### src/rtl/neuron_update_engine.sv
// rtl/neuron_update_engine.sv - time-multiplexed integrate-and-fire update stage
module neuron_update_engine #(
  parameter int          NUM_NEURONS = 16,
  parameter int          ID_W        = 4,
  parameter logic [7:0]  RESET_VAL   = 8'd0
) (
  input  logic            clk,
  input  logic            rst,
  input  logic            tick_start,
  input  logic [7:0]      threshold,
  input  logic [7:0]      leak_weight_cfg,
  input  logic            syn_valid,
  output logic            syn_ready,
  input  logic [ID_W-1:0] syn_id,
  input  logic [7:0]      syn_weight,
  output logic [7:0]      leak_pot_out,
  output logic [7:0]      leak_wt_out,
  input  logic [7:0]      leak_in,
  output logic            spike_valid,
  input  logic            spike_ready,
  output logic [ID_W-1:0] spike_id,
  output logic            busy,
  output logic            tick_done
);

  typedef enum logic [2:0] {IDLE, LEAK, INTEG, FIRE, DONE} state_t;

  localparam logic [ID_W:0]   NUM_W    = (ID_W+1)'(NUM_NEURONS);
  localparam logic [ID_W-1:0] LAST_IDX = ID_W'(NUM_NEURONS - 1);

  state_t          state, state_nxt;
  logic [ID_W-1:0] idx;
  logic [7:0]      leaked;
  logic [7:0]      pot [NUM_NEURONS];
  logic [7:0]      acc [NUM_NEURONS];

  logic       syn_fire;
  logic       syn_in_range;
  logic [8:0] syn_sum;
  logic [7:0] syn_sat;
  logic [8:0] integ_sum;
  logic [7:0] integ_sat;
  logic       fire;
  logic       last;

  assign syn_fire     = syn_valid && syn_ready;
  assign syn_in_range = ({1'b0, syn_id} < NUM_W);
  assign syn_sum      = {1'b0, acc[syn_id]} + {1'b0, syn_weight};
  assign syn_sat      = syn_sum[8] ? 8'hFF : syn_sum[7:0];
  assign integ_sum    = {1'b0, leaked} + {1'b0, acc[idx]};
  assign integ_sat    = integ_sum[8] ? 8'hFF : integ_sum[7:0];
  assign fire         = (integ_sat >= threshold);
  assign last         = (idx == LAST_IDX);

  assign syn_ready    = (state == IDLE);
  assign busy         = (state != IDLE);
  assign tick_done    = (state == DONE);
  assign spike_valid  = (state == FIRE);
  assign spike_id     = (state == FIRE) ? idx : '0;
  assign leak_pot_out = pot[idx];
  assign leak_wt_out  = leak_weight_cfg;

  always_comb begin
    state_nxt = state;
    case (state)
      IDLE:    if (tick_start) state_nxt = LEAK;
      LEAK:    state_nxt = INTEG;
      INTEG: begin
        if (fire)      state_nxt = FIRE;
        else if (last) state_nxt = DONE;
        else           state_nxt = LEAK;
      end
      FIRE:    if (spike_ready) state_nxt = last ? DONE : LEAK;
      DONE:    state_nxt = IDLE;
      default: state_nxt = IDLE;
    endcase
  end

  always_ff @(posedge clk) begin
    if (rst) begin
      state  <= IDLE;
      idx    <= '0;
      leaked <= '0;
      for (int i = 0; i < NUM_NEURONS; i++) begin
        pot[i] <= '0;
        acc[i] <= '0;
      end
    end else begin
      state <= state_nxt;
      case (state)
        IDLE: begin
          // out-of-range targets are accepted but dropped
          if (syn_fire && syn_in_range) acc[syn_id] <= syn_sat;
          if (tick_start) idx <= '0;
        end
        LEAK: leaked <= leak_in;
        INTEG: begin
          acc[idx] <= '0;
          pot[idx] <= fire ? RESET_VAL : integ_sat;
          if (!fire && !last) idx <= idx + 1'b1;
        end
        FIRE: if (spike_ready && !last) idx <= idx + 1'b1;
        default: ;
      endcase
    end
  end

endmodule

### config.mk
export PLATFORM = sky130hd
export DESIGN_NAME = neuron_update_engine
export DESIGN_NICKNAME = d
export VERILOG_FILES = /design/src/rtl/neuron_update_engine.sv
export SDC_FILE = /design/constraint.sdc
export NUM_CORES = 1
export LEC_CHECK = 0
export ABC_AREA = 1
export CAP_MARGIN = 40
export CORE_MARGIN = 2
export CORE_UTILIZATION = 55
export CTS_BUF_LIST = sky130_fd_sc_hd__clkbuf_16
export CTS_CLUSTER_DIAMETER = 120
export DETAILED_ROUTE_END_ITERATION = 16
export PLACE_DENSITY = 0.79
export SLEW_MARGIN = 30
export SYNTH_ARGS = -nofsm -noshare
export SYNTH_HDL_FRONTEND = slang
export SYNTH_SLANG_ARGS = --single-unit
### constraint.sdc
create_clock -name clk -period 5.03 [get_ports clk]
set_clock_uncertainty 0.2 [all_clocks]
set_input_delay 1.509 -clock clk [delete_from_list [all_inputs] [get_ports clk]]
set_output_delay 1.509 -clock clk [all_outputs]
set_load 0.02 [all_outputs]
== Word-level counts from Yosys, hierarchy flattened ==
Memory sizes are Yosys's and may differ from the RTL's. A register that Yosys moved wholly into a read port is not among the register bits.
Cells that the tools add are included.
Word-level totals
  latch bits: 0
  output and inout port bits: 24
  flip-flop bits (word level): 15
  bits in read-only memories: 0
  memories kept: 2
  bits in writable memories: 256
Memory list
  acc: words 16, width 8, rd ports 2, clocked after memory_dff 1, write ports 16, RTL line 35  | logic [7:0] acc [NUM_NEURONS];
  pot: words 16, width 8, rd ports 1, clocked after memory_dff 1, write ports 16, RTL line 34  | logic [7:0] pot [NUM_NEURONS];
Operators by class
  $add $sub $neg: 3
  divide/modulo/power cells: 0
  equal/unequal tests: 9
  mux-type cells: 35
  multiply operators: 0
  $lt $le $gt $ge: 1
  reduce and logical (&&, ||, !) cells: 13
  bitwise logic cells: 0
  shift-type cells: 0
Operators by type and width (number)
  8-bit 2-to-1 mux: 6
  4-bit 2-to-1 mux: 11
  8-bit OR reduction: 3
  8-bit by 8-bit adder with 9-bit output: 2
  1-bit 2-to-1 mux: 12
  3-bit 2-to-1 mux: 4
  3-bit case mux with 4 select lines: 1
  4-bit case mux with 3 select lines: 1
  8-bit greater-or-equal comparator: 1
  3-bit by 2-bit == test with 1-bit output, second input constant: 2
  3-bit nonzero test: 2
  4-bit by 1-bit adder with 4-bit output, second input constant: 1
  4-bit == test, second input constant: 1
  2-bit by 1-bit inequality test with 1-bit output, second input constant: 2
  2-bit inequality test, second input constant: 2
  4-bit AND reduction: 1
  3-bit by 1-bit == test with 1-bit output, second input constant: 1
  3-bit == test, second input constant: 1
  1-bit logical AND: 3
  3-bit zero test: 1
  1-bit zero test: 2
  2-bit AND reduction: 1

== Depth between registers and ports, before layout ==
Gate-level depths: netlist of run 1.
  word-level depth: 9
  mapped depth: 27

== Worst setup path before layout of run 1 ==
No wires, ideal clock.
  path kind: register to register
  start: reg (tool-made name)
  end: mem pot[3][2], data pin
  period minus slack after synthesis: 4739 ps
  setup slack: 291 ps
  path buffers: 4
  arrival time: 4275 ps
  stages on the path, launching flop included: 27
  data required time: 4566 ps
  setup time: 264 ps
  cell sequence: dfxtp_1 -> clkbuf_1 -> clkbuf_1 -> buf_1 -> nand2_1 -> o211ai_1 -> nand3_1 -> nand3_1 -> nand2_1 -> ha_1 -> fa_1 -> nand3_1 -> nand3_1 -> a31oi_1 -> inv_1 -> or2_2 -> ha_1 -> nand2_1 -> nand3_1 -> nand2_1 -> nand2_1 -> nand2_1 -> nand2_1 -> inv_1 -> nand2_1 -> buf_2 -> nor2_1
RTL lines (RTL line)
  end, declared: 34

==> results of run 1 <==
[cell type report]
class                           instances  area [um2]  share of cell area, %
Timing Repair Buffer                  110        1110                   6.72
Clock inverter                         23        95.1                  0.573
Clock buffer                           29         726                   4.37
Multi-Input combinational cell       1063        5580                   33.6
Tap cell                              335         419                   2.53
Sequential cell                       275        8070                   48.7
Inverter                              156         586                   3.53
[worst paths after layout]
check / endpoint / slack (ns)
setup / recovery: pot[2][2]$_SDFFCE_PN0P_ / 0.29
hold / removal: leaked[7]$_SDFFE_PP0P_ / 0.25
hold reg to reg: leaked[7]$_SDFFE_PP0P_ / 0.25
setup reg to reg: pot[2][2]$_SDFFCE_PN0P_ / 0.29
[sequential cells by signal, indices dropped and copies added (netlist names), named ones only]
name	flops
state	3
leaked	8
acc	128
idx	4
pot	128
[metal layers]
metal	share of wire [%]	vias to the layer above
li1	-	5589
met4	3.0	0
met3	12	117
met2	47	792
met5	0	-
met1	39	5683
[kinds of logic after synthesis]
logic type | count (synthesis) | share of synthesized area, %
AND/OR/NAND/NOR | 570 | 16.1
AO/OA/AOI/OAI | 415 | 16.0
flip-flops | 275 | 54.9
buffers and inverters | 261 | 7.21
multiplexers | 42 | 2.86
adder cells (fa/ha/maj) | 30 | 2.65
XOR/XNOR | 6 | 0.357
[timing repair]
item                                    CTS  global route
endpoints found under the hold margin     0             0
endpoints found under the setup margin    8            93
hold buffers                              0             0
pin swaps                                 0             0
gates resized for setup                   0             1
cloned                                    0             1
buffers inserted                          1             1
[cells in the final DEF, fill, tap and decap left out, types with 4 or more instances in the layout]
master	count
o211ai_1	60
nand2_1	161
clkbuf_16	30
edfxtp_1	256
nand2_2	15
nand4_1	4
xnor2_1	5
buf_12	9
mux2i_1	42
clkdlybuf4s50_1	47
nand3_1	64
inv_1	164
o22ai_1	5
o21ai_2	4
o221ai_1	15
buf_4	49
a21oi_1	135
clkinv_1	8
dfxtp_1	17
nor2_4	6
ha_1	28
nor2_1	307
o21ai_0	185
nor2_2	4
[where the power goes]
group          total, mW  internal (mW)  switching (mW)
combinational       1.37          0.431           0.937
clock               1.88           1.03           0.845
sequential          2.66           2.60          0.0505
total               5.90           4.07            1.83
[stage by stage]
stage	cells	worst slack, ns
3_5_place_dp	1937	0.000182
3_3_place_gp	1937	0.0794
5_1_grt	1991	0.00375
4_1_cts	1990	0.0205
2_1_floorplan	1599	0.291
6_report	1991	0.291
[worst reg2reg max path: cells and delay by family (launching register included)]
family,cells,cell delay (ns)
AND/OR/NAND/NOR,14,1.47
adder cells (fa/ha/maj),3,0.96
buffers and inverters,5,0.88
AO/OA/AOI/OAI,2,0.50
flip-flops,1,0.45
==> impl_metrics.csv, run 1 <==
group,metric,value,unit
worst_setup_path,cp_cell_sequence,"buf_16, o21ai_0, nand3_1, nand3_1, nand2_1, ha_1, fa_1, nand3_1, nand3_1, a31oi_1, buf_4, inv_1, or2_2, ha_1, nand2_1, nand3_1, nand2_1, nand2_1, nand2_1, nand2_1, inv_1, nand2_1, buf_4, nor2_1",
timing,clock.fmax,211,MHz
floorplanning,core_area,0.0261,mm2
worst_setup_path,path_max_fanout,26,
final_layout,postLayoutCellArea,0.0166,mm2
worst_setup_path,slowest_delay,0.45,ns
pwr,finalPower,5.90,mW
timing,relSlewSlack,58.3,%
timing,tightestPinTransition,0.624,ns
worst_setup_path,path_class,"flip-flop to flip-flop",
global_route,busiest_layer,"met2",
drt,vias_per_cell,6.12,
yosys,ys_top_cells_by_count,"nor2_1 (307), edfxtp_1 (256), o21ai_0 (185), nand2_1 (161), inv_1 (153)",
yosys,synth_top_area_share,52.3,%
floorplanning,rows,59,
yosys,synth.area.top_cells,"edfxtp_1 (52%), nor2_1 (7.8%), o21ai_0 (6.3%)",
worst_hold_path,min_from,"leaked[7]$_SDFFE_PP0P_",
final_layout,fin_util,63.5,%
yosys,syn_area_per_cell,9.20,um2
worst_setup_path,crit_path_end_kind,"flip-flop",
yosys,synthDistinctLibCells,39,
timing,setup_violations,0,
yosys,synth_ff_type,"edfxtp_1",
floorplanning,die-area,0.0281,mm2
clocking,clock-root-buffer,"clkbuf_16",
yosys,synth_nets,1670,
final_layout,design.final.nets,1705,
yosys,synth_edf_count,256,
worst_setup_path,ff2ff_path_depth,24,
global_route,first_global_vias,11486,
global_route,grt_overflow_total,0,
drt,drc,2,
status,status,"finished, violations left",
floorplanning,io_pins,65,
drt,vias,12181,
global_route,grtUsageMet1,37.9,%
final_layout,drive_above_1_share,8.21,%
placement,io_buffers,48,
yosys,synth_area_leader_cell,"edfxtp_1",
global_route,grt_pass1_wl,61.3,mm
placement,place.gp.congestion,0.963,
yosys,synth.most_common_cell,"nor2_1",
timing,finalCritPeriodShare,94.2,%
yosys,synth-seq-area-share,54.9,%
yosys,synth-async-reset-ratio,0,%
yosys,ys_ff_latch,275,
worst_setup_path,worst_path_most_repeated_cell,"nand2_1",
worst_setup_path,crit_required,5.11,ns
timing,hold_violations,0,
clocking,htreeDepth,1,
drt,drt_iter0_drc,2013,
timing,timing.setup.tns,0,ns
drt,antenna_left,0,
timing,holdWs,0.249,ns
pwr,power_leakage,6.30,nW
clocking,cts.clk_slew.worst_paths,0.06,ns
timing,rsz0062_at_grt,"false",
drt,wire_per_inst,20.0,um
yosys,synth_cells,1599,
final_layout,fill_cells,2048,
global_route,antenna_found_initial,1,
floorplanning,start_util,56.3,%
worst_setup_path,cpMaxStageDelayCell,"dfxtp_4",
drt,drtPass1Iterations,12,
floorplanning,die_w,168,um
timing,drv_slew,0,
worst_setup_path,startpoint_type,"flip-flop",
worst_setup_path,crit_buf_inv,5,
yosys,yosysWarnings,0,
global_route,use_met2,44.6,%
global_route,grt_max_degree,75,
placement,place_area,0.0157,mm2
timing,period_minus_slack,4.74,ns
global_route,met3_usage,6.00,%
clocking,clock_path_buffers,3,
worst_setup_path,crit_arrival,4.82,ns
worst_hold_path,min_path_cells,2,
global_route,grt.total_usage,27.9,%
worst_setup_path,cp.depth,24,
flow_run,drv_cap,0,
pwr,power_density,355,mW/mm2
final_layout,area_growth,12.8,%
clocking,cts_num_sinks,275,
yosys,synth_area,0.0147,mm2
clocking,worstSkewPairLatency,0.55,ns
worst_hold_path,hold_path_class,"flip-flop to flip-flop",
placement,place_hpwl,27.0,mm
clocking,cts_buffers,28,
clocking,cts_tree,"done",
status,failed_checks,"design-rule violations",
worst_setup_path,cp_top_family,"simple AND/OR/NAND/NOR gates",
pwr,ir_drop,0.000298,V
final_layout,n_antenna_cell,0,
drt,routed_wl,39.9,mm
floorplanning,die_h,168,um
Note: power is estimated with default switching activity, not from simulation.
==> inputs of run 2 (changes only) <==
--- a/config.mk
+++ b/config.mk
@@ -7,12 +7,13 @@
 export LEC_CHECK = 0
 export ABC_AREA = 1
 export CAP_MARGIN = 40
-export CORE_MARGIN = 2
+export CORE_MARGIN = 1
 export CORE_UTILIZATION = 55
 export CTS_BUF_LIST = sky130_fd_sc_hd__clkbuf_16
 export CTS_CLUSTER_DIAMETER = 120
 export DETAILED_ROUTE_END_ITERATION = 16
 export PLACE_DENSITY = 0.79
+export REMOVE_ABC_BUFFERS = 1
 export SLEW_MARGIN = 30
 export SYNTH_ARGS = -nofsm -noshare
 export SYNTH_HDL_FRONTEND = slang
==> run 2 against run 1 <==
  * The flow now finishes without violations
  * Final area up 2.0%
  * Final cell count up 0.75%
  * Die area shrank 2.4%
  * Clock-buffer cell count unchanged
  * Clock power up 25%
  * Largest cell class unchanged
==> impl_metrics.csv, run 2 (same netlist as run 1, synthesis figures left out) <==
group,metric,value,unit
status,status,"complete, no violations",
clocking,cts_tree,"done",
clocking,cts_num_sinks,275,
global_route,grtUsageMet1,45.2,%
final_layout,final_cell_mix,"nor2_1 (307), edfxtp_1 (256), o21ai_0 (185)",
worst_setup_path,slowest_delay,0.63,ns
final_layout,drive_above_1_share,9.99,%
worst_setup_path,worstReg2RegEnd,"pot[9][1]$_SDFFCE_PN0P_",
placement,place.gp.congestion,0.947,
drt,routed_wl,42.3,mm
final_layout,top_regs,"acc (128), pot (128), leaked (8)",
timing,setup_violations,0,
worst_setup_path,cp_cell_sequence,"buf_6, a21oi_1, o21ai_0, o21ai_0, o211ai_1, nand2_1, clkdlybuf4s50_1",
drt,drtPass1Iterations,7,
timing,period_minus_slack,4.87,ns
timing,relSlewSlack,44.8,%
worst_setup_path,cpMaxStageDelayCell,"buf_6",
drt,wire_per_inst,21.1,um
pwr,power_leakage,6.44,nW
clocking,worstSkewPairLatency,0.56,ns
floorplanning,rows,59,
floorplanning,die_w,166,um
drt,antenna_left,0,
global_route,grt_max_degree,97,
worst_hold_path,min_path_cells,2,
worst_setup_path,crit_path_end_kind,"output port",
final_layout,multi_input_comb_area,0.00559,mm2
timing,finalCritPeriodShare,96.8,%
worst_setup_path,cp.depth,7,
final_layout,seqCellArea,0.00808,mm2
final_layout,area_growth,15.1,%
worst_setup_path,path_max_fanout,96,
worst_setup_path,path_class,"flip-flop to output port",
timing,clock.fmax,205,MHz
floorplanning,core_area,0.0261,mm2
clocking,cts_buffers,28,
final_layout,layout_commonest_cell,"nor2_1",
floorplanning,io_pins,65,
drt,vias,12356,
pwr,ir_drop,0.000301,V
global_route,grt_overflow_total,0,
pwr,power_density,382,mW/mm2
final_layout,design.final.nets,1720,
clocking,clock-root-buffer,"clkbuf_16",
global_route,use_met2,46.6,%
floorplanning,start_util,56.3,%
pwr,finalPower,6.46,mW
worst_setup_path,cp_top_family,"buffers and inverters",
placement,io_buffers,48,
worst_setup_path,ff2ff_path_depth,23,
worst_setup_path,crit_buf_inv,2,
worst_setup_path,worst_path_most_repeated_cell,"o21ai_0",
clocking,clock_path_buffers,3,
drt,vias_per_cell,6.16,
worst_setup_path,crit_arrival,3.16,ns
worst_setup_path,endpoint,"leak_pot_out[2]",
flow_run,drv_cap,0,
global_route,antenna_found_initial,0,
timing,tightestPinTransition,0.827,ns
clocking,cts.clk_slew.worst_paths,0.07,ns
clocking,htreeDepth,1,
drt,drc,0,
floorplanning,die_h,166,um
placement,place_hpwl,28.9,mm
timing,hold_violations,0,
drt,drt_iter0_drc,1727,
global_route,grt.total_usage,30.9,%
worst_setup_path,startpoint_type,"flip-flop",
worst_setup_path,crit_required,3.32,ns
global_route,first_global_vias,11426,
timing,timing.setup.tns,0,ns
global_route,busiest_layer,"met2",
worst_setup_path,rrSetupSlack,0.18,ns
global_route,met3_usage,4.97,%
final_layout,n_antenna_cell,0,
worst_hold_path,hold_path_class,"flip-flop to flip-flop",
global_route,grt_pass1_wl,63.4,mm
floorplanning,die-area,0.0274,mm2
final_layout,fill_cells,2048,
timing,drv_slew,0,
run 2: cell count changes in the layout (fill, tap and decap cells not counted), moves of 2 or more:
cell / change
bufinv_16: +8
buf_4: +11
nand2_1: -2
nand2_2: +2
buf_6: +5
clkinvlp_4: +4
inv_1: -10
buf_16: -2
clkinv_1: -3
run 2: worst min path at each step:
stage | slack [ns] | to | start
floorplan | 0.23 | leaked[0]$_SDFFE_PP0P_ | leaked[0]$_SDFFE_PP0P_
global placement | 0.24 | leaked[3]$_SDFFE_PP0P_ | leaked[3]$_SDFFE_PP0P_
detailed placement | 0.25 | leaked[5]$_SDFFE_PP0P_ | leaked[5]$_SDFFE_PP0P_
CTS | 0.26 | leaked[5]$_SDFFE_PP0P_ | leaked[5]$_SDFFE_PP0P_
global route | 0.28 | leaked[4]$_SDFFE_PP0P_ | leaked[4]$_SDFFE_PP0P_
finish | 0.26 | leaked[5]$_SDFFE_PP0P_ | leaked[5]$_SDFFE_PP0P_
run 2: cell type report:
type                    instances  share of cell area (%)
clock inverters                23                    1.87
multi-input cells            1063                    33.0
repair buffers                125                    7.14
inverters                     156                    3.48
flip-flops and latches        275                    47.7
well taps                     335                    2.48
clock buffers                  29                    4.29
run 2: metrics by stage:
step           hold slack, ns  setup WS [ns]  utilization [%]  std cells  instance area [um2]
5_1_grt                 0.276       -0.00513             64.8       2006                16900
3_5_place_dp            0.246         -0.147             60.6       1952                15800
3_3_place_gp            0.240        -0.0500             60.5       1952                15800
2_1_floorplan           0.230          -2.96                -       1494                14200
6_report                0.256          0.163             64.8       2006                16900
4_1_cts                 0.258         0.0193             64.5       2004                16900
run 2: layer usage:
metal / part of all wire [%] / vias up / wire, um
li1: - / 5613 / -
met1: 40 / 5762 / 16800
met2: 45 / 852 / 18800
met3: 12 / 129 / 5070
met4: 3.9 / 0 / 1650
met5: 0 / - / 0
run 2: repair_timing:
item	in CTS	in global routing
hold buffers	0	0
gates resized for setup	0	10
setup endpoints to repair	0	138
buffers inserted	0	2
run 2: report_power, final:
part | switching [mW] | leakage, nW | internal (mW)
combinational | 0.975 | 3.14 | 0.480
clock | 0.893 | 0.511 | 1.45
sequential | 0.0554 | 2.79 | 2.60
run 2: worst reg2reg max path: stages, from the launching register on:
cell        delay (ns)
dfxtp_4           0.42
buf_6             0.19
buf_8             0.17
o21ai_0           0.26
o211ai_1          0.13
nand3_1           0.10
nand2_1           0.09
ha_1              0.22
fa_1              0.44
nand3_1           0.10
nand3_1           0.15
a31oi_2           0.24
inv_2             0.11
or2_2             0.29
ha_1              0.30
nand2_1           0.06
nand3_1           0.09
nand2_1           0.05
nand2_1           0.06
nand2_1           0.05
nand2_1           0.14
clkinvlp_4        0.26
o21ai_4           0.33
nor2_1            0.12
